--- config.mk ---
export PLATFORM = sky130hd
export DESIGN_NAME = mem_req_queue
export DESIGN_NICKNAME = d
export VERILOG_FILES = /design/src/rtl/mem_req_queue.sv
export SDC_FILE = /design/constraint.sdc
export NUM_CORES = 1
export LEC_CHECK = 0
export ABC_CLOCK_PERIOD_IN_PS = 6580
export BUFFER_PORTS_ARGS = -buffer_cell sky130_fd_sc_hd__buf_2
export CAP_MARGIN = 10
export CORE_ASPECT_RATIO = 1.5
export CORE_MARGIN = 3
export CORE_UTILIZATION = 35
export DETAILED_ROUTE_END_ITERATION = 16
export RECOVER_POWER = 100
export SETUP_SLACK_MARGIN = 0.2
export SLEW_MARGIN = 15
export SYNTH_ARGS = -nofsm -noshare
export SYNTH_HDL_FRONTEND = slang
export SYNTH_SLANG_ARGS = --single-unit
--- constraint.sdc ---
create_clock -name clock -period 6.58 [get_ports clock]
set_clock_uncertainty 0.15 [all_clocks]
set_input_delay 1.316 -clock clock [delete_from_list [all_inputs] [get_ports clock]]
set_output_delay 1.316 -clock clock [all_outputs]
set_load 0.01 [all_outputs]
--- src/rtl/mem_req_queue.sv ---
// In-order request FIFO feeding one memory port, plus a tag-indexed pending table
// that routes tagged load data back to the requester ID that issued the load.
module mem_req_queue #(
  parameter int QDEPTH = 4,
  parameter int ID_W   = 3,
  parameter int XLEN   = 32
) (
  input  logic            clock,
  input  logic            reset,
  input  logic            req_valid,
  output logic            req_ready,
  input  logic [1:0]      req_command,
  input  logic [XLEN-1:0] req_addr,
  input  logic [63:0]     req_data,
  input  logic [1:0]      req_size,
  input  logic [ID_W-1:0] req_id,
  output logic [1:0]      proc2mem_command,
  output logic [XLEN-1:0] proc2mem_addr,
  output logic [63:0]     proc2mem_data,
  output logic [1:0]      proc2mem_size,
  input  logic [3:0]      mem2proc_response,
  input  logic [63:0]     mem2proc_data,
  input  logic [3:0]      mem2proc_tag,
  output logic            rsp_valid,
  output logic [ID_W-1:0] rsp_id,
  output logic [63:0]     rsp_data,
  output logic            st_ack_valid,
  output logic [ID_W-1:0] st_ack_id,
  output logic            err_tag,
  output logic [4:0]      outstanding
);

  // Bus encodings: NONE=0, LOAD=1, STORE=2; size WORD=2.
  localparam logic [1:0] BUS_NONE = 2'd0;
  localparam logic [1:0] BUS_LOAD = 2'd1;
  localparam logic [1:0] SZ_WORD  = 2'd2;

  localparam int PW = $clog2(QDEPTH);
  localparam int CW = PW + 1;
  localparam logic [PW-1:0] PTR_ONE = PW'(1);
  localparam logic [CW-1:0] CNT_ONE = CW'(1);
  localparam logic [CW-1:0] DEPTH_C = CW'(QDEPTH);

  typedef struct packed {
    logic [1:0]      cmd;
    logic [XLEN-1:0] addr;
    logic [63:0]     data;
    logic [1:0]      size;
    logic [ID_W-1:0] id;
  } entry_t;

  entry_t          fifo_q [QDEPTH];
  entry_t          fifo_d [QDEPTH];
  logic [PW-1:0]   head_q, head_d, tail_q, tail_d;
  logic [CW-1:0]   count_q, count_d;
  logic            pend_valid_q [1:15];
  logic            pend_valid_d [1:15];
  logic [ID_W-1:0] pend_id_q [1:15];
  logic [ID_W-1:0] pend_id_d [1:15];
  logic            rsp_valid_q, rsp_valid_d;
  logic [ID_W-1:0] rsp_id_q, rsp_id_d;
  logic [63:0]     rsp_data_q, rsp_data_d;
  logic            st_ack_valid_q, st_ack_valid_d;
  logic [ID_W-1:0] st_ack_id_q, st_ack_id_d;
  logic            err_q, err_d;
  logic [4:0]      outstanding_q, outstanding_d;

  entry_t          head_s;
  logic            empty_s, push_s, pop_s, ld_acc_s, ret_hit_s;
  logic [ID_W-1:0] ret_id_s;

  // FIFO control and combinational drive of the memory port from the head entry.
  always_comb begin
    head_s    = fifo_q[head_q];
    empty_s   = (count_q == {CW{1'b0}});
    req_ready = (count_q < DEPTH_C);
    push_s    = req_valid && req_ready && (req_command != BUS_NONE);
    pop_s     = !empty_s && (mem2proc_response != 4'd0);
    ld_acc_s  = pop_s && (head_s.cmd == BUS_LOAD);

    if (empty_s) begin
      proc2mem_command = BUS_NONE;
      proc2mem_addr    = {XLEN{1'b0}};
      proc2mem_data    = 64'd0;
      proc2mem_size    = SZ_WORD;
    end else begin
      proc2mem_command = head_s.cmd;
      proc2mem_addr    = head_s.addr;
      proc2mem_data    = head_s.data;
      proc2mem_size    = head_s.size;
    end

    fifo_d = fifo_q;
    head_d = head_q;
    tail_d = tail_q;
    if (push_s) begin
      fifo_d[tail_q] = '{cmd: req_command, addr: req_addr, data: req_data,
                         size: req_size, id: req_id};
      tail_d = tail_q + PTR_ONE;
    end else begin
      tail_d = tail_q;
    end
    if (pop_s) begin
      head_d = head_q + PTR_ONE;
    end else begin
      head_d = head_q;
    end

    case ({push_s, pop_s})
      2'b10:   count_d = count_q + CNT_ONE;
      2'b01:   count_d = count_q - CNT_ONE;
      default: count_d = count_q;
    endcase
  end

  // Pending-table update, return routing, store acks and error detection.
  always_comb begin
    pend_valid_d = pend_valid_q;
    pend_id_d    = pend_id_q;
    ret_hit_s    = 1'b0;
    ret_id_s     = {ID_W{1'b0}};
    err_d        = err_q;

    if (mem2proc_tag != 4'd0) begin
      if (pend_valid_q[mem2proc_tag]) begin
        ret_hit_s                  = 1'b1;
        ret_id_s                   = pend_id_q[mem2proc_tag];
        pend_valid_d[mem2proc_tag] = 1'b0;
      end else begin
        err_d = 1'b1;
      end
    end else begin
      ret_hit_s = 1'b0;
    end

    // A return freeing the same tag this cycle makes the reuse legal.
    if (ld_acc_s) begin
      if (pend_valid_q[mem2proc_response] &&
          !(ret_hit_s && (mem2proc_tag == mem2proc_response))) begin
        err_d = 1'b1;
      end else begin
        err_d = err_d;
      end
      pend_valid_d[mem2proc_response] = 1'b1;
      pend_id_d[mem2proc_response]    = head_s.id;
    end else begin
      pend_valid_d = pend_valid_d;
    end

    if (empty_s && (mem2proc_response != 4'd0)) begin
      err_d = 1'b1;
    end else begin
      err_d = err_d;
    end

    rsp_valid_d    = ret_hit_s;
    rsp_id_d       = ret_id_s;
    rsp_data_d     = ret_hit_s ? mem2proc_data : 64'd0;
    st_ack_valid_d = pop_s && (head_s.cmd != BUS_LOAD);
    st_ack_id_d    = st_ack_valid_d ? head_s.id : {ID_W{1'b0}};

    outstanding_d = 5'd0;
    for (int i = 1; i <= 15; i++) begin
      outstanding_d = outstanding_d + {4'd0, pend_valid_d[i]};
    end
  end

  // State registers with asynchronous active-low clear.
  always_ff @(posedge clock or negedge reset) begin
    if (!reset) begin
      for (int i = 0; i < QDEPTH; i++) begin
        fifo_q[i] <= '0;
      end
      for (int t = 1; t <= 15; t++) begin
        pend_valid_q[t] <= 1'b0;
        pend_id_q[t]    <= {ID_W{1'b0}};
      end
      head_q         <= {PW{1'b0}};
      tail_q         <= {PW{1'b0}};
      count_q        <= {CW{1'b0}};
      rsp_valid_q    <= 1'b0;
      rsp_id_q       <= {ID_W{1'b0}};
      rsp_data_q     <= 64'd0;
      st_ack_valid_q <= 1'b0;
      st_ack_id_q    <= {ID_W{1'b0}};
      err_q          <= 1'b0;
      outstanding_q  <= 5'd0;
    end else begin
      fifo_q         <= fifo_d;
      pend_valid_q   <= pend_valid_d;
      pend_id_q      <= pend_id_d;
      head_q         <= head_d;
      tail_q         <= tail_d;
      count_q        <= count_d;
      rsp_valid_q    <= rsp_valid_d;
      rsp_id_q       <= rsp_id_d;
      rsp_data_q     <= rsp_data_d;
      st_ack_valid_q <= st_ack_valid_d;
      st_ack_id_q    <= st_ack_id_d;
      err_q          <= err_d;
      outstanding_q  <= outstanding_d;
    end
  end

  assign rsp_valid    = rsp_valid_q;
  assign rsp_id       = rsp_id_q;
  assign rsp_data     = rsp_data_q;
  assign st_ack_valid = st_ack_valid_q;
  assign st_ack_id    = st_ack_id_q;
  assign err_tag      = err_q;
  assign outstanding  = outstanding_q;

endmodule

==> results.toml, run 1 <==
[placed_design]
dp.final_hpwl_mm = 39.0
portBuffers = 355
gp_congestion = 0.848
placed_cell_area_mm2 = 0.0272

[timing]
grt_setup_unrepaired = "false"
tns_ps = 0
setup_viol = 0
timing.slew.headroom_pct = -153
timing_hold_violations_final = 0
fin_crit_sh_pct = 88.4
drv_slew = 910
tightest_slew_ps = 3790
max_freq_mhz = 172
period_needed_ps = 5820

[floorplanning]
fp.coreArea_mm2 = 0.0684
die_w_um = 221
pin_count = 357
die_area_mm2 = 0.0729
fp.dieH_um = 329
initial_utilization_pct = 35.7
fp-row-count = 117

[detailed_routing]
firstDrtPassIters = 4
antenna_left = 0
drt_iter0_drc = 532
wl_per_cell_um = 21.4
num_vias = 14276
avgViaCountPerCell = 5.04
drc_errors = 0
wirelength_mm = 60.5

[synth]
synthArstFlopShare_pct = 100
yosysTopAreaCell = "dfrtp_1"
syn_avg_cell_area_um2 = 15.6
synth_cell_types = 43
synth_nets = 1759
ys_warn_count = 0
postSynthCellCount = 1563
ys.flop_type = "dfrtp_1"
synth.cell_area_mm2 = 0.0244
ys_seq_area_share_pct = 57.1
ys_seq_elements = 556
synth-edff-count = 0
yosysTopAreaCellShare_pct = 57.1
yosys-top-cells-area = "dfrtp_1 (57%), mux2_2 (21%), mux4_2 (11%)"

[worst_setup_path]
reg2reg_from = "head_q[0]"
cp_common_cell = "fa_1"
worst_path_largest_cell_delay_ps = 610
crit_fanout = 5
cpLargestDelayFamily = "adder cells"
critPathSlowestCell = "nor3b_1"
cp-start-kind = "flip-flop"
rr_worst_depth = 15
crit_chain = "mux4_2 > or3b_1 > or2_0 > nor3b_1 > nand2b_1 > fa_1 > inv_1 > fa_1 > fa_1 > inv_1 > fa_1 > fa_1 > inv_1 > fa_1 > inv_1"
crit_buf_inv = 4
r2r-end = "outstanding[1]"
endpoint_kind = "flip-flop"
required_ps = 6970
r2r_setup_slack_ps = 760
criticalPathCategory = "reg -> reg"
crit_arrival_ps = 6210

[layout]
drive_above_1_share_pct = 45.0
synthToLayoutAreaGrowth_pct = 17.7
fin_area_mm2 = 0.0287
utilization_pct = 42.0
final_cell_mix = "dfrtp_1 (554), mux2_2 (458), clkbuf_1 (192), buf_2 (176), mux4_2 (121)"
layout_commonest_cell = "dfrtp_1"
nNetsFinal = 2090

[power_and_ir_drop]
leakage_nw = 12.7
cellPowerDensity_mw_per_mm2 = 537
ir_drop_mv = 0.375

[flow_run]
drv_cap = 14

[clock_network]
cts_tree = "built"
clock-root-buffer = "clkbuf_16"
clk_pin_slew_ps = 60
hold_buffers = 0
h-tree-depth = 2
cts.repair.resized = 0
cts_buffer_depth = 3
cts_sinks = 556
cts_buffers = 56
postCtsSetupBuffers = 0
clk_latency_ps = 620

[min_path]
hold_path_end = "fifo_q[254]"
whs_path_depth = 1
min_path_type = "reg -> reg"
hp-start = "fifo_q[254]"

[run_status]
violations = "capacitance limit, slew limit"
status = "complete, but fails checks"

[grt]
grt_usage_pct = 16.6
grt_max_degree = 153
grt_pass1_wl_mm = 95.9
grt_antenna_before_repair = 12
gr-total-overflow = 0
grt_pass1_vias = 16266
==> worst max-delay path by stage <==
stage | from | cells past startpoint | slack [ps] | end
final | head_q[0] | 15 | 760 | outstanding[1]
after global routing | mem2proc_tag[0] | 15 | 490 | outstanding[1]
after CTS | head_q[0] | 15 | 1120 | outstanding[1]
after detailed placement | mem2proc_tag[1] | 15 | 570 | outstanding[1]
after global placement | mem2proc_tag[1] | 15 | 590 | outstanding[1]
after floorplan | mem2proc_tag[0] | 15 | 1120 | outstanding[1]
==> cells by family after synthesis <==
group           after synthesis  share of synthesized area (%)
simple gates                243                           5.95
other cells                   1                         0.0154
flops                       556                           57.1
xor+xnor                     11                          0.395
buf+inv                     120                           1.90
fa+ha+maj                    18                           1.26
compound gates               30                          0.801
mux                         584                           32.6
==> area by class of cell <==
| class | instances | area, µm² |
|---|---|---|
| Antenna cell | 4 | 10.0 |
| Clock buffer | 82 | 1660 |
| Sequential cell | 556 | 13900 |
| Inverter | 19 | 71.3 |
| Timing Repair Buffer | 374 | 1690 |
| Clock inverter | 20 | 218 |
| Multi-Input combinational cell | 887 | 10000 |
| Tap cell | 892 | 1120 |
| Fill cell | 6317 | 39700 |
==> through the flow <==
step           total power [mW]  worst slack, ps  hold slack (ps)  cells
3_5_place_dp               12.5              569              338   2728
5_1_grt                    16.5              485              362   2832
3_3_place_gp               12.3              588              331   2728
2_1_floorplan              10.2             1120              319   1563
4_1_cts                    15.9             1120              352   2830
6_report                   15.4              761              349   2834
==> registers in the layout, indices dropped and copies added (netlist names) <==
signal	flops
pend_valid_q	15
rsp_valid	1
head_q	2
rsp_data	64
fifo_q	412
tail_q	2
pend_id_q	45
st_ack_id	3
outstanding	4
rsp_id	3
err_tag	1
st_ack_valid	1
count_q	3
==> power breakdown <==
group	internal, mW	total (mW)	switching [mW]
Clock	1.87	3.23	1.37
Combinational	3.39	6.45	3.07
Sequential	4.99	5.72	0.727
Total	10.2	15.4	5.16
==> synth_stat cells, types with 2 or more instances <==
master / number
nand3_1: 5
nor3_1: 3
clkbuf_1: 82
buf_1: 16
nor2_1: 5
mux2_2: 459
xor2_1: 2
nand2_1: 30
a22o_1: 3
a21oi_1: 2
mux4_2: 121
a21o_1: 2
fa_1: 11
and2_1: 72
nand3b_1: 2
a221oi_1: 2
o21ai_0: 14
nor2b_1: 107
xnor2_1: 9
nand2b_1: 6
mux2_4: 3
nor3b_1: 2
ha_1: 7
nand4_1: 2
or2_2: 3
dfrtp_1: 556
inv_1: 19
o31ai_1: 3
==> routing by layer <==
metal  vias to the layer above  share of wire [%]  global-route usage [%]
met2                       375                 52                    29.7
met1                      7531                 40                    19.8
met4                        12                2.3                    4.48
li1                       6265                  -                       -
met3                        93                5.9                    4.51
met5                         -               0.13                       0
No activity file was read; power rests on OpenSTA's default activity.
==> run 2, diff against run 1 <==
- CORE_UTILIZATION: 35 -> 30
==> results.toml, run 2 (synthesis results as in run 1) <==
[clock_network]
h-tree-depth = 2
cts_tree = "built"
clk_pin_slew_ps = 60
cts.repair.resized = 0
postCtsSetupBuffers = 0
hold_buffers = 0
clock-root-buffer = "clkbuf_16"
cts_sinks = 556
clk_latency_ps = 620
cts_buffer_depth = 3
cts_buffers = 58

[worst_setup_path]
crit_buf_inv = 4
worstSetupPathDepth = 15
r2r_setup_slack_ps = 690
cp-start-kind = "flip-flop"
critPathCapture = "outstanding[1]"
critPathSlowestCell = "dfrtp_4"
endpoint_kind = "flip-flop"
crit_path_start = "head_q[0]"
rr_worst_depth = 15
crit_arrival_ps = 6290
cp_common_cell = "fa_1"
crit_chain = "mux4_2 > or3b_1 > or2_0 > nor3b_2 > nand2b_1 > fa_1 > inv_1 > fa_1 > fa_1 > inv_1 > fa_1 > fa_1 > inv_1 > fa_1 > inv_1"
required_ps = 6980
r2r-end = "outstanding[1]"
worst_path_largest_cell_delay_ps = 650
reg2reg_from = "head_q[0]"
cpLargestDelayFamily = "adder cells"
criticalPathCategory = "reg -> reg"
crit_fanout = 15

[timing]
tns_ps = 0
fin_crit_sh_pct = 89.5
tightest_slew_ps = 3940
timing_hold_violations_final = 0
period_needed_ps = 5890
timing.slew.headroom_pct = -163
max_freq_mhz = 170
setup_viol = 0
fin_ws_ps = 693
drv_slew = 1099
grt_setup_unrepaired = "false"

[layout]
nNetsFinal = 2095
drive_above_1_share_pct = 45.0
largest_register_ffs = 412
layout_commonest_cell = "dfrtp_1"
synthToLayoutAreaGrowth_pct = 19.5
top_register = "fifo_q"
final_cell_mix = "dfrtp_1 (554), mux2_2 (459), clkbuf_1 (197), buf_2 (175), mux4_2 (121)"

[floorplanning]
pin_count = 357
fp-row-count = 127
fp.dieH_um = 355
fp.coreArea_mm2 = 0.0802
die_w_um = 239
initial_utilization_pct = 30.4
die_area_mm2 = 0.0848

[detailed_routing]
antenna_left = 0
drt_iter0_drc = 525
num_vias = 14433
avgViaCountPerCell = 4.82
drc_errors = 0
wl_per_cell_um = 20.9
wirelength_mm = 62.5
firstDrtPassIters = 4

[power_and_ir_drop]
ir_drop_mv = 0.302
clkPwrFrac_pct = 23.0
switching_power_mw = 5.24
pwr-share-comb_pct = 40.7
total_power_mw = 15.8
intPower_mw = 10.6
seq_power_share_pct = 36.2
leakage_nw = 12.8
p_sw_share_pct = 33.1
cellPowerDensity_mw_per_mm2 = 544

[grt]
grt_max_degree = 149
grt_pass1_wl_mm = 97.6
grt_usage_pct = 14.9
grt_antenna_before_repair = 20
grt_pass1_vias = 16446
gr-total-overflow = 0

[min_path]
min_path_type = "reg -> reg"
whs_path_depth = 1

[flow_run]
drv_cap = 17

[placed_design]
portBuffers = 355
dp.final_hpwl_mm = 40.4
preCtsSetupSlack_ps = 555
gp_congestion = 0.825

[run_status]
violations = "capacitance limit, slew limit"
status = "complete, but fails checks"
[run 2: per-layer routing]
layer  part of all wire, %  wire length, µm  track usage, %
met5                  0.14               89               0
met4                   3.4             2150            5.60
met3                   6.0             3770            3.72
met2                    52            32600            26.6
met1                    38            23900            17.1
[run 2: cell type report]
class	instances	area [µm²]
inverters	19	71.3
multi-input cells	887	10000
fillers	7724	51100
well taps	1032	1290
diodes	13	32.5
repair buffers	377	1670
flip-flops and latches	556	13900
clock buffers	79	1670
clock inverters	31	479
[run 2: worst min-delay path by stage]
stage,from,endpoint,slack (ps)
after floorplan,count_q[0],count_q[0],320
after global placement,fifo_q[198],fifo_q[198],330
after detailed placement,fifo_q[175],fifo_q[175],340
after CTS,fifo_q[175],fifo_q[175],350
after global routing,fifo_q[114],fifo_q[114],360
final,count_q[0],count_q[0],350
[run 2: per-stage QoR]
stage	hold WS [ps]	std cells	instance area, µm²	utilization (%)
finish	346	2994	29100	36.3
global route	357	2988	29100	36.3
CTS	350	2981	29500	36.8
detailed placement	337	2871	27400	34.1
global placement	331	2871	27400	34.1
floorplan	319	1563	24400	-
[run 2: power groups by stage]
stage / clock, mW / sequential, mW / combinational [mW]
global placement: 0 / 5.67 / 6.67
detailed placement: 0 / 5.82 / 6.80
finish: 3.65 / 5.74 / 6.46
global route: 3.92 / 5.93 / 7.14
CTS: 3.78 / 5.76 / 6.82
floorplan: 0 / 5.55 / 4.66
[run 2: worst register-to-register path: cells and delay by family, from the launching register on]
kind | cells | cell delay (ps)
adders and majority gates | 6 | 2670
and+or+nand+nor | 4 | 1470
DFF | 1 | 650
muxes | 1 | 580
buffers and inverters | 4 | 300
==> run 3, diff against run 2 <==
- ABC_CLOCK_PERIOD_IN_PS: 6580 -> 4810
- CTS_CLUSTER_SIZE: not set -> 40
- clock period: 6.58 -> 4.81 ns (I/O delays scaled with it)
==> results.toml, run 3 (synthesis results as in run 1) <==
[run_status]
status = "complete, but fails checks"
violations = "capacitance limit, slew limit, setup timing"

[flow_run]
drv_cap = 7

[grt]
grt_max_degree = 123
grt_usage_pct = 15.2
grt_antenna_before_repair = 17
grt_pass1_vias = 16619
gr-total-overflow = 0
grt_pass1_wl_mm = 99.1

[worst_setup_path]
criticalPathCategory = "reg -> reg"
cp-start-kind = "flip-flop"
reg2reg_from = "head_q[0]"
critPathCapture = "outstanding[1]"
r2r_setup_slack_ps = -280
crit_arrival_ps = 5490
crit_path_start = "head_q[0]"
r2r-end = "outstanding[1]"
crit_fanout = 4
required_ps = 5210
rr_worst_depth = 15
endpoint_kind = "flip-flop"

[power_and_ir_drop]
leakage_nw = 13.4
ir_drop_mv = 0.422
cellPowerDensity_mw_per_mm2 = 731
total_power_mw = 21.6

[timing]
period_needed_ps = 5090
timing.slew.headroom_pct = -44.6
fin_ws_ps = -280
tightest_slew_ps = 2170
grt_setup_unrepaired = "true"
setup_viol = 3
timing_hold_violations_final = 0
drv_slew = 498
max_freq_mhz = 196
fin_crit_sh_pct = 106

[floorplanning]
fp.coreArea_mm2 = 0.0802
fp.dieH_um = 355
pin_count = 357
die_w_um = 239
initial_utilization_pct = 30.4
die_area_mm2 = 0.0848
fp-row-count = 127

[layout]
top_register = "fifo_q"
largest_register_ffs = 412
synthToLayoutAreaGrowth_pct = 21.2
layout_commonest_cell = "dfrtp_1"
drive_above_1_share_pct = 52.1
fillerInstances = 7703
nNetsFinal = 2146
final_cell_mix = "dfrtp_1 (554), mux2_2 (458), buf_2 (278), mux4_2 (121), nor2b_1 (107)"
utilization_pct = 36.8

[clock_network]
clock-root-buffer = "clkbuf_16"
cts_sinks = 556
h-tree-depth = 2
cts_buffers = 58
hold_buffers = 0
clk_latency_ps = 620
clk_pin_slew_ps = 60
cts_buffer_depth = 3
cts_tree = "built"

[detailed_routing]
wirelength_mm = 64.1
antenna_left = 0
avgViaCountPerCell = 4.78
num_vias = 14524
firstDrtPassIters = 4
drt_iter0_drc = 568
drc_errors = 0
wl_per_cell_um = 21.1

[placed_design]
dp.final_hpwl_mm = 42.1
portBuffers = 355
gp_congestion = 0.803

[min_path]
min_path_type = "reg -> reg"
-- run 3: cell types whose count changed in the layout (fill, tap and decap cells not counted), sizes merged --
cell / previous run / this run
buf: 180 / 339
bufinv: 11 / 4
clkinvlp: 3 / 4
clkbuf: 276 / 169
inv: 24 / 21
clkinv: 12 / 16
diode: 13 / 9
-- run 3: how the worst min path moves through the flow --
stage | end | depth (start not counted) | start | slack [ps]
floorplan | count_q[0] | 1 | count_q[0] | 320
detailed placement | fifo_q[180] | 1 | fifo_q[180] | 340
global placement | fifo_q[194] | 1 | fifo_q[194] | 330
CTS | fifo_q[294] | 1 | reset | 190
global route | rsp_data[14] | 2 | mem2proc_data[14] | 340
finish | fifo_q[42] | 1 | fifo_q[42] | 350
-- run 3: what timing repair did --
item,4_1_cts,5_1_grt
resized for setup,5,5
buffers inserted,1,1
pin swaps,1,2
setup endpoints to repair,85,5
-- run 3: routing by layer --
layer  vias up  track usage (%)  part of all wire [%]
met5         -                0                 0.047
li1       6380                -                     -
met3       101             3.93                   6.0
met4         6             4.81                   2.7
met2       334             27.6                    52
met1      7703             17.2                    39
-- run 3: area by class of cell --
| cell class | count | area [µm²] | area share (%) |
|---|---|---|---|
| Inverter | 19 | 71.3 | 0.241 |
| Clock buffer | 80 | 1670 | 5.63 |
| Multi-Input combinational cell | 887 | 10100 | 34.0 |
| Antenna cell | 9 | 22.5 | 0.0762 |
| Clock inverter | 26 | 263 | 0.889 |
| Tap cell | 1032 | 1290 | 4.37 |
| Sequential cell | 556 | 13900 | 47.1 |
| Timing Repair Buffer | 428 | 2270 | 7.69 |
-- run 3: power breakdown --
| group | total, mW | leakage [nW] | internal, mW | switching, mW |
|---|---|---|---|---|
| Sequential | 7.82 | 6.89 | 6.83 | 0.993 |
| Combinational | 9.23 | 5.54 | 4.99 | 4.25 |
| Clock | 4.54 | 0.948 | 2.63 | 1.91 |
| Total | 21.6 | 13.4 | 14.4 | 7.15 |
-- run 3: critical path, cell delays in order, from the launching register on --
cell,delay (ps)
dfrtp_4,420
mux4_2,520
or3b_4,420
or2_4,270
or3_4,370
nand2_4,80
fa_1,400
inv_2,80
fa_1,430
fa_1,490
inv_1,50
fa_1,450
fa_2,360
inv_2,70
fa_2,420
inv_1,60
-- run 3: per-stage QoR --
stage	TNS [ps]	setup WS [ps]	hold WS (ps)	instances	area [µm²]
2_1_floorplan	-629	-285	319	1563	24400
3_3_place_gp	-968	-409	331	2920	27800
3_5_place_dp	-1050	-411	337	2920	27800
4_1_cts	-1030	-384	187	3027	29700
5_1_grt	-4140	-449	341	3034	29600
6_report	-711	-280	349	3037	29600
